`src/rtl/ppu_pkg.sv`:
```
// Shared PPU types: pixel FIFO entry, scanline width, palette lookup, PPU mode states.
package ppu_pkg;

  localparam int unsigned PPU_LINE_PX = 160;

  typedef enum logic [1:0] {
    PPU_HBLANK = 2'd0,
    PPU_VBLANK = 2'd1,
    PPU_OAM    = 2'd2,
    PPU_DRAW   = 2'd3
  } PPU_STATES_t;

  typedef struct packed {
    logic [1:0] bg_c;
    logic [1:0] ob_c;
    logic       ob_pal;
    logic       ob_prio;
    logic       ob_set;
  } ppu_px_t;

  // Map a 2-bit colour index through an 8-bit palette register.
  function automatic logic [1:0] ppu_shade(input logic [7:0] pal, input logic [1:0] c);
    logic [1:0] s;
    case (c)
      2'd0:    s = pal[1:0];
      2'd1:    s = pal[3:2];
      2'd2:    s = pal[5:4];
      default: s = pal[7:6];
    endcase
    return s;
  endfunction

endpackage

```
`src/rtl/ppu_obj_mixer.sv`:
```
// Overlays one sprite row onto the 8 head FIFO entries; first sprite to claim a slot wins.
// Present only when PPU_FIFO_OBJ_EN is defined.
`ifdef PPU_FIFO_OBJ_EN
module ppu_obj_mixer
  import ppu_pkg::*;
(
  input  ppu_px_t [7:0] head,
  input  logic [7:0]    obj_lo,
  input  logic [7:0]    obj_hi,
  input  logic          obj_pal,
  input  logic          obj_prio,
  output ppu_px_t [7:0] merged
);

  logic [1:0] oc [8];

  always_comb begin
    merged = head;
    for (int i = 0; i < 8; i++) begin
      oc[i] = {obj_hi[7-i], obj_lo[7-i]};
      if (oc[i] != 2'd0 && !head[i].ob_set) begin
        merged[i].ob_c    = oc[i];
        merged[i].ob_pal  = obj_pal;
        merged[i].ob_prio = obj_prio;
        merged[i].ob_set  = 1'b1;
      end
    end
  end

endmodule
`endif

```
`src/rtl/ppu_pixel_fifo.sv`:
```
// DEPTH-entry PPU pixel FIFO: tile-row push, sprite overlay, fine-scroll discard, palette resolve.
// Sprite support is compiled in with PPU_FIFO_OBJ_EN.
module ppu_pixel_fifo
  import ppu_pkg::*;
#(
  parameter int unsigned DEPTH   = 16,
  parameter int unsigned LINE_PX = PPU_LINE_PX
) (
  input  logic                   clk,
  input  logic                   rst_n,
  input  logic                   line_start,
  input  logic [2:0]             scx_fine,
  input  logic [7:0]             row_lo,
  input  logic [7:0]             row_hi,
  input  logic                   row_valid,
  output logic                   row_ready,
  input  logic [7:0]             obj_lo,
  input  logic [7:0]             obj_hi,
  input  logic                   obj_pal,
  input  logic                   obj_prio,
  input  logic                   obj_valid,
  output logic                   obj_ready,
  input  logic                   pop_en,
  input  logic                   bg_en,
  input  logic [7:0]             bgp,
  input  logic [7:0]             obp0,
  input  logic [7:0]             obp1,
  output logic [1:0]             px_out,
  output logic                   px_valid,
  output logic [7:0]             x_count,
  output logic                   line_done,
  output logic [$clog2(DEPTH):0] level
);

  localparam int unsigned LW = $clog2(DEPTH) + 1;

  PPU_STATES_t   state_q, state_d;
  ppu_px_t       fifo_q [DEPTH];
  ppu_px_t       fifo_d [DEPTH];
  ppu_px_t       head;
  logic [LW-1:0] level_d, base;
  logic [2:0]    disc_q, disc_d, k;
  logic [7:0]    x_count_d;
  logic [1:0]    px_out_d, shade_c, bg_c;
  logic          px_valid_d, line_done_d, row_ready_d;
  logic          push, pop, merge, active;
  ppu_px_t [7:0] merged8;

  assign head   = fifo_q[0];
  assign active = (state_q == PPU_DRAW);

`ifdef PPU_FIFO_OBJ_EN
  ppu_px_t [7:0] head8;
  logic          obj_win;

  always_comb begin
    for (int i = 0; i < 8; i++) head8[i] = fifo_q[i];
  end

  assign merge     = obj_valid && active && !line_start && (level >= LW'(8));
  assign obj_ready = merge;

  ppu_obj_mixer u_mixer (
    .head     (head8),
    .obj_lo   (obj_lo),
    .obj_hi   (obj_hi),
    .obj_pal  (obj_pal),
    .obj_prio (obj_prio),
    .merged   (merged8)
  );

  // BG colour 0 always lets the sprite through; prio only hides it behind colours 1-3.
  always_comb begin
    bg_c    = bg_en ? head.bg_c : 2'd0;
    obj_win = head.ob_set && (head.ob_c != 2'd0) && (!head.ob_prio || bg_c == 2'd0);
    shade_c = obj_win ? ppu_shade(head.ob_pal ? obp1 : obp0, head.ob_c) : ppu_shade(bgp, bg_c);
  end
`else
  logic unused_obj;

  assign merge      = 1'b0;
  assign obj_ready  = 1'b1;
  assign merged8    = '0;
  assign bg_c       = bg_en ? head.bg_c : 2'd0;
  assign shade_c    = ppu_shade(bgp, bg_c);
  assign unused_obj = ^{obj_lo, obj_hi, obj_pal, obj_prio, obj_valid, obp0, obp1,
                        head.ob_c, head.ob_pal, head.ob_prio, head.ob_set, merged8};
`endif

  // Line control: DRAW while the line is active, HBLANK once LINE_PX pixels are out.
  always_comb begin
    state_d     = state_q;
    push        = 1'b0;
    pop         = 1'b0;
    disc_d      = disc_q;
    x_count_d   = x_count;
    px_valid_d  = 1'b0;
    px_out_d    = px_out;
    line_done_d = 1'b0;
    case (state_q)
      PPU_DRAW: begin
        // A merge owns the head slots this cycle, so both push and pop wait.
        push = row_valid && row_ready && !merge;
        pop  = pop_en && (level != '0) && !merge;
        if (pop) begin
          if (disc_q != 3'd0) begin
            disc_d = disc_q - 3'd1;
          end else begin
            px_valid_d = 1'b1;
            px_out_d   = shade_c;
            x_count_d  = x_count + 8'd1;
            if (x_count == 8'(LINE_PX - 1)) begin
              line_done_d = 1'b1;
              state_d     = PPU_HBLANK;
            end
          end
        end
      end
      default: ;
    endcase
    if (line_start) begin
      state_d     = PPU_DRAW;
      push        = 1'b0;
      pop         = 1'b0;
      disc_d      = scx_fine;
      x_count_d   = '0;
      px_valid_d  = 1'b0;
      px_out_d    = px_out;
      line_done_d = 1'b0;
    end
  end

  // Storage update: merge, then shift on pop, then append the new row behind the survivors.
  always_comb begin
    fifo_d  = fifo_q;
    level_d = level;
    base    = level - LW'(pop);
    k       = '0;
    if (line_start) begin
      level_d = '0;
    end else begin
      if (merge) begin
        for (int i = 0; i < 8; i++) fifo_d[i] = merged8[i];
      end
      if (pop) begin
        for (int i = 0; i < DEPTH - 1; i++) fifo_d[i] = fifo_q[i+1];
        fifo_d[DEPTH-1] = '0;
      end
      if (push) begin
        for (int j = 0; j < DEPTH; j++) begin
          if (LW'(j) >= base && LW'(j) < base + LW'(8)) begin
            k              = 3'(LW'(j) - base);
            fifo_d[j]      = '0;
            fifo_d[j].bg_c = {row_hi[~k], row_lo[~k]};
          end
        end
      end
      level_d = level + (push ? LW'(8) : LW'(0)) - LW'(pop);
    end
    row_ready_d = (level_d <= LW'(DEPTH - 8)) && (state_d == PPU_DRAW);
  end

  always_ff @(posedge clk or negedge rst_n) begin
    if (!rst_n) begin
      state_q   <= PPU_HBLANK;
      level     <= '0;
      disc_q    <= '0;
      x_count   <= '0;
      px_out    <= '0;
      px_valid  <= 1'b0;
      line_done <= 1'b0;
      row_ready <= 1'b0;
      for (int i = 0; i < DEPTH; i++) fifo_q[i] <= '0;
    end else begin
      state_q   <= state_d;
      level     <= level_d;
      disc_q    <= disc_d;
      x_count   <= x_count_d;
      px_out    <= px_out_d;
      px_valid  <= px_valid_d;
      line_done <= line_done_d;
      row_ready <= row_ready_d;
      fifo_q    <= fifo_d;
    end
  end

endmodule

```
`config.mk`:
```
export PLATFORM = sky130hd
export DESIGN_NAME = ppu_pixel_fifo
export DESIGN_NICKNAME = d
export VERILOG_FILES = /design/src/rtl/ppu_pkg.sv /design/src/rtl/ppu_obj_mixer.sv /design/src/rtl/ppu_pixel_fifo.sv
export SDC_FILE = /design/constraint.sdc
export NUM_CORES = 1
export LEC_CHECK = 0
export BUFFER_PORTS_ARGS = -buffer_cell sky130_fd_sc_hd__buf_4
export CAP_MARGIN = 0
export CORE_UTILIZATION = 60
export DETAILED_ROUTE_END_ITERATION = 8
export PLACE_DENSITY_LB_ADDON = 0.05
export REMOVE_ABC_BUFFERS = 1
export SYNTH_ARGS = -nofsm -noshare
export SYNTH_HDL_FRONTEND = slang
export SYNTH_SLANG_ARGS = --single-unit
```
`constraint.sdc`:
```
create_clock -name clk -period 10.34 [get_ports clk]
set_input_delay 0 -clock clk [delete_from_list [all_inputs] [get_ports clk]]
set_output_delay 0 -clock clk [all_outputs]
set_load 0.005 [all_outputs]
```
==> metrics.md, run 1 <==
| Metric | Value |
|---|---|
| Placeable Area | 6350 sq um |
| Die extent in x | around 83 um |
| Commonest non-fill, non-tap cell in the layout | mux2i_1 |
| Detailed Place HPWL | roughly 6300 um |
| Tot Pwr | ~1200 uW |
| Post-route setup TNS | 0 ps |
| Post-synth top area cell | dfrtp_1 |
| Initial antenna violation count | 0 |
| Drt wl/cell | roughly 17 um |
| DRC Markers | 0 |
| # nets final | about 500 |
| CTS tree | built |
| Worst Setup End Kind | flip-flop |
| Ant. Diodes | 0 |
| Mapped Area | about 4000 sq um |
| Top cells by area, synth | dfrtp_1, mux2i_1, mux4_2 |
| Arr. time, crit path | just under 5000 ps |
| Type of the worst setup path | flip-flop to flip-flop |
| Switching Share | between 40% and 50% |
| Cell Area, Placed | 4290 sq um |
| Max Cap Violations | 0 |
| DR iter-0 viols | between 90 and 100 |
| Clock power frac | between 10% and 20% |
| Fmax | around 0.21 GHz |
| Cells along the critical path | or4_4 -> o21ai_1 -> or3_1 -> buf_4 -> inv_1 -> ha_1 -> inv_1 -> ha_1 -> mux4_2 -> mux2i_1 -> mux2i_1 |
| Die Y | 83.3 um |
| Clock root buffer | clkbuf_8 |
| Final wirelength | 8320 um |
| PortBufs | 50 |
| FF+latch count, synth | 55 |
| Internal | 690 uW |
| Resized cells post-CTS | 0 |
| Vias after detailed routing | ~2,900 |
| Final Max Slew Viols | 0 |
| Buf/Inv on CP | 3 |
| Relative max-transition margin | 28.0% |
| Vias in the first global route | approximately 2,900 |
| Combinational power share | slightly below 60% |
| Cell count after synthesis | between 300 and 400 |
| Clock Sinks | 55 |
| EDFF count, synth | 0 |
| I/O pin total | 87 |
| CP peak stage delay | 1040 ps |
| Area share of the largest cell type after synthesis | 34.7% |
| Commonest cells after routing, fill and taps aside | mux2i_1, dfrtp_1, buf_4, ha_1, inv_1 |
| Outcome | complete, no violations |
| Post-Place Cells | approximately 470 |
| Setup-failing EPs final | 0 |
| First-pass GRT wire length | between 10,000 and 15,000 um |
| Max clock buf depth | 2 |
| Required @ worst endpoint | 10,510 ps |
| Final hold vios | 0 |
| Overflow after GRT | 0 |
| Initial Util | slightly above 60% |
| Post-synthesis sequential area ratio | about a third |
| Clk Latency, worst-skew pair | about 300 ps |
| Tightest Hold Check Type | primary input to flip-flop |
| Post-route cell area | ~4400 sq um |
| Worst Tran Pin Value | around 1100 ps |
| PwrDens | about 270 nW/um^2 |
| Avg Cell Area, Syn | 10.9 sq um |
| Num rows | 29 |
| Largest net degree at the start of global routing | 56 |
| Reg power frac | between 20% and 30% |
| RSZ-0062 raised after global routing | no |
| P&R area growth vs syn | 11.9% |
| Clock slew at reported path FFs | roughly 100 ps |
| Yosys warns | 0 |
| Startpoint Class | flip-flop |
| Final Wtd Congestion | 0.875 |
| Die area | about 6900 sq um |
| Critical path's slowest cell | ha_1 |
| Routed vias/inst | between 6 and 7 |
| Pleak | 0.00216 uW |
| Family with the most delay on the worst path | adder cells |
| Worst VDD drop | between 0.15 and 0.2 mV |
| Final ANT Viol Nets | 0 |
| First-pass DRT Iterations | 4 |
| Main synth FF type | dfrtp_1 |
| H-tree depth | 2 |
| Num CTS Buffers | 5 |
| GRT Util Overall | between 20% and 30% |
| Unique cell type count in the Yosys netlist | between 40 and 50 |
| Post-layout util | 69.8% |
| Tmin final | roughly 4800 ps |
| Max Clock Skew | 6.32 ps |
| Net Sw Power | between 500 and 600 uW |
| Post-route non-filler standard cell count | 484 |
| FFs w/ async S/R, synth | 100% |
| Layout cell share with drive strength beyond 1 | a little over a fifth |
| Crit-path max FO | 33 |
| Final Cycle Share | between 40% and 50% |
| Fillers | 516 |
## logic make-up (layout without fill, tap and decap cells)
kind of cell | after synthesis | in the layout | share of synthesized area, %
muxes | 95 | 95 | 29.2
and+or+nand+nor | 84 | 84 | 10.8
DFF | 55 | 55 | 34.7
AOI/OAI and AO/OA | 52 | 52 | 8.47
buffers and inverters | 39 | 83 | 5.75
adders and majority gates | 22 | 22 | 7.14
xor gates and xnor gates | 15 | 15 | 3.79
other | 1 | 1 | 0.0947
## worst paths after layout
| kind | start | end | slack, ps | cells after the start |
|---|---|---|---|---|
| worst max register to register | level[2] | fifo_q[41] | 5540 | 11 |
| worst max-delay path | level[2] | fifo_q[41] | 5540 | 11 |
| worst min register to register | px_out[0] | px_out[0] | 490 | 2 |
| worst min-delay path | bg_en | px_out[0] | 50 | 4 |
| max in group asynchronous | rst_n | fifo_q[12] | 9600 | 2 |
| min in group asynchronous | rst_n | level[4] | 300 | 2 |
## synth_stat cells, types with 8 or more instances
cell     instances
a21oi_1         12
dfrtp_1         55
ha_1            21
inv_1           20
mux2i_1         75
mux4_2          16
nand2_1         19
nand3_1         11
nor2_1          18
nor3_1           8
o21ai_0         14
xnor2_1         13
## registers in the layout, indices dropped and copies added, names as in the netlist
name	cells
line_done	1
level	5
row_ready	1
x_count	8
disc_q	3
fifo_q	32
px_out	2
state_q	2
px_valid	1
## cell type report
type / count / area [sq um] / area share [%]
Inverter: 21 / 78.8 / 1.78
Clock inverter: 1 / 30.0 / 0.677
Sequential cell: 55 / 1380 / 31.0
Multi-Input combinational cell: 269 / 2360 / 53.2
Clock buffer: 6 / 72.6 / 1.64
Tap cell: 77 / 96.3 / 2.17
Timing Repair Buffer: 55 / 423 / 9.54
## power by group through the flow
stage	clock (uW)	combinational (uW)	sequential, uW
floorplan	0	531	338
global placement	0	685	353
detailed placement	0	702	356
CTS	141	707	352
global route	150	778	363
finish	138	706	352
## metal layers
metal  up-vias  global-route usage [%]  wire [um]  part of all wire, %
met2        90                    42.3       4060                   49
li1       1413                       -          -                    -
met3         4                    3.28        460                  5.5
met5         -                       0          0                    0
met4         0                    5.33         66                 0.79
met1      1428                    37.4       3720                   45
## metrics by stage
| stage | hold WS (ps) | setup slack (ps) |
|---|---|---|
| detailed placement | 93.2 | 5510 |
| CTS | 51.2 | 5480 |
| finish | 51.6 | 5540 |
| global placement | 91.2 | 5580 |
| floorplan | -296 | 5600 |
| global route | 52.9 | 5150 |
## tightest hold or removal path, cell delays in order
cell and delay (ps):
buf_4 100, nand3_1 70, o221ai_1 70, o21ai_0 70
## repair_timing
action                     CTS  global route
buffers inserted             0             0
setup endpoints to repair    0             0
hold endpoints to repair    58             0
hold buffers                 4             0
Power figures use the tool's default switching activity.
==> inputs of run 2 (changes only) <==
- ABC_AREA: default -> 1
- CORE_UTILIZATION: 60 -> 56
- clock period: 10.34 -> 4.8 ns (I/O delays scaled with it)
==> run 2 against run 1 <==
Critical path depth increased by 4. Design area is 8.4% higher. Via count is 43% higher. Power rose to 2.5 times the previous value. Non-clock buffer count rose by 2.
==> metrics.md, run 2 <==
| Metric | Value |
|---|---|
| CTS tree | built |
| Clock Sinks | 55 |
| Type of the worst setup path | flip-flop to flip-flop |
| Top cells by area, synth | dfrtp_1, nand2_1, nand3_1 |
| Final wirelength | approximately 10000 um |
| Mapped Area | around 4200 sq um |
| H-tree depth | 2 |
| Die Y | 89.0 um |
| First-pass DRT Iterations | 6 |
| Vias in the first global route | ~3,700 |
| Clock root buffer | clkbuf_8 |
| R2r endpoint | fifo_q[111] |
| Outcome | complete, no violations |
| Startpoint Class | flip-flop |
| Cell Area, Placed | roughly 4700 sq um |
| Final Max Slew Viols | 0 |
| Worst Reg-to-Reg Cells | 15 |
| Num CTS Buffers | 5 |
| Top cells by count, synth | nand2_1, inv_1, nand3_1 |
| Largest regs | fifo_q: 32 flops, x_count: 8 flops, level: 5 flops |
| Initial antenna violation count | 0 |
| Pleak | 0.00263 uW |
| Clk Latency, worst-skew pair | 320 ps |
| Area share of the largest cell type after synthesis | roughly 32% |
| Clock slew at reported path FFs | about 110 ps |
| Worst Setup End Kind | flip-flop |
| Relative max-transition margin | between 50 and 60% |
| Final hold vios | 0 |
| Yosys warns | 0 |
| I/O pin total | 87 |
| DRC Markers | 0 |
| Routed vias/inst | around 5.2 |
| Die extent in x | ~89 um |
| Tmin final | about 3600 ps |
| Pre-CTS setup slack | 1270 ps |
| Vias after detailed routing | between 4,000 and 5,000 |
| Setup-failing EPs final | 0 |
| Post-route cell area | between 4000 and 5000 sq um |
| Post-route setup TNS | 0 ps |
| Fmax | between 0.2 and 0.3 GHz |
| Compound-Gate Fraction of Synth Area | 10.8% |
| R2r setup slk | ~1200 ps |
| Detailed Place HPWL | ~7600 um |
| Post-synthesis adder-cell area fraction | ~6.7% |
| Initial Util | around 58% |
| P&R area growth vs syn | 13.5% |
| Simple-gate share of the synthesized area | between 30% and 40% |
| Worst r2r src | level[1] |
| Overflow after GRT | 0 |
| Worst Tran Pin Value | 706 ps |
| FFs w/ async S/R, synth | 100% |
| XOR/XNOR share of the synthesized area | less than 1% |
| Drt wl/cell | 12.4 um |
| Max reg flops | 32 |
| Max Clock Skew | a little over 9 ps |
| Die area | approximately 7900 sq um |
| Required @ worst endpoint | 5010 ps |
| Setup Buffers After CTS | 0 |
| PnR worst setup slack | 1250 ps |
| Arr. time, crit path | about 3800 ps |
| Commonest cells after routing, fill and taps aside | nand2_1, inv_1, nand3_1, dfrtp_1, o21ai_0 |
| Final Cycle Share | roughly three quarters |
| Layout cell share with drive strength beyond 1 | 14.5% |
| PwrDens | approximately 630 nW/um^2 |
| Main synth FF type | dfrtp_1 |
| Post-synth top area cell | dfrtp_1 |
| Max clock buf depth | 2 |
| Crit-path max FO | 28 |
| Largest net degree at the start of global routing | 56 |
| Avg Cell Area, Syn | around 6.5 sq um |
| Combinational family with the most area after synthesis | simple AND/OR/NAND/NOR gates |
| Cell count after synthesis | between 600 and 700 |
| GRT Util Overall | 26.8% |
| Worst VDD drop | around 0.56 mV |
| Unique cell type count in the Yosys netlist | 34 |
| Ant. Diodes | 0 |
| FF+latch count, synth | 55 |
| Reg with most FFs | fifo_q |
| Count leader, synth | nand2_1 |
| Placeable Area | between 7000 and 8000 sq um |
| Crit path launch | level[1] |
| Num rows | 31 |
| Resized cells post-CTS | 0 |
| Tightest Hold Check Type | primary input to flip-flop |
| Post-route non-filler standard cell count | about 800 |
| RSZ-0062 raised after global routing | no |
| EDFF count, synth | 0 |
| Post-synthesis mux area share | less than 1% |
| Post-cts hold buffer count | 5 |
| # nets final | about 790 |
| First-pass GRT wire length | 16,500 um |
| PortBufs | 50 |
| Post-synthesis sequential area ratio | 32.5% |
| Final Wtd Congestion | ~0.92 |
| Commonest non-fill, non-tap cell in the layout | nand2_1 |
| DR iter-0 viols | 301 |
| Critical Path Sink | fifo_q[111] |
| Max Cap Violations | 0 |
| Final ANT Viol Nets | 0 |
| Post-Place Cells | approximately 790 |
-- run 2: cell types whose count changed after synthesis, sizes merged, moves of 8 or more --
cell / previous run / this run
inv: 21 / 91
mux2i: 75 / 1
mux4: 16 / 0
nand2: 19 / 271
nand3: 11 / 61
nor2: 18 / 33
nor3: 10 / 2
o21ai: 17 / 67
xnor2: 13 / 0
-- run 2: through the flow --
stage | hold WS (ps) | total power (uW) | utilization, %
after global routing | 36.8 | 3360 | 65.9
after detailed placement | 97.4 | 2720 | 64.0
final | 37.6 | 3020 | 65.9
after floorplan | -296 | 2190 | -
after CTS | 28.9 | 3010 | 65.9
after global placement | 95.5 | 2670 | 64.0
-- run 2: worst min-delay path by stage --
stage | cells past startpoint | start | endpoint
after global placement | 1 | rst_n | fifo_q[89]
after global routing | 3 | line_start | fifo_q[62]
after CTS | 3 | line_start | fifo_q[62]
final | 5 | scx_fine[0] | disc_q[0]
after detailed placement | 1 | rst_n | fifo_q[89]
after floorplan | 0 | rst_n | disc_q[0]
-- run 2: routing by layer --
metal  part of all wire, %  track usage, %
met4                   1.4            6.64
met3                   3.8            3.23
met5                     0               0
met2                    47            44.2
met1                    48            37.8
-- run 2: final cells by class --
cell class,count,area (sq um)
Inverter,91,342
Multi-Input combinational cell,494,2430
Tap cell,99,124
Timing Repair Buffer,57,440
Clock inverter,3,23.8
Clock buffer,5,68.8
Sequential cell,55,1380
Fill cell,684,2480
-- run 2: critical path, stage by stage (launching register included) --
cell     delay (ps)
dfrtp_1         450
inv_1           180
nand4_2         150
nand3_2         100
inv_2           180
ha_1            270
ha_1            490
inv_1           330
ha_1            400
inv_1           110
o21ai_0         350
nand2_1         100
nand2_1         130
a21oi_1          80
nand2_1          70
nand2_1          40
-- run 2: logic make-up (layout without fill, tap and decap cells) --
group,after synthesis,count (layout)
simple gates,381,381
buf+inv,106,156
compound gates,86,86
flops,55,55
fa+ha+maj,22,22
xor+xnor,3,3
other cells,1,1
mux,1,1
-- run 2: power by group --
group          internal (uW)  switching [uW]
clock network            106             167
logic                    650            1350
registers                638             108
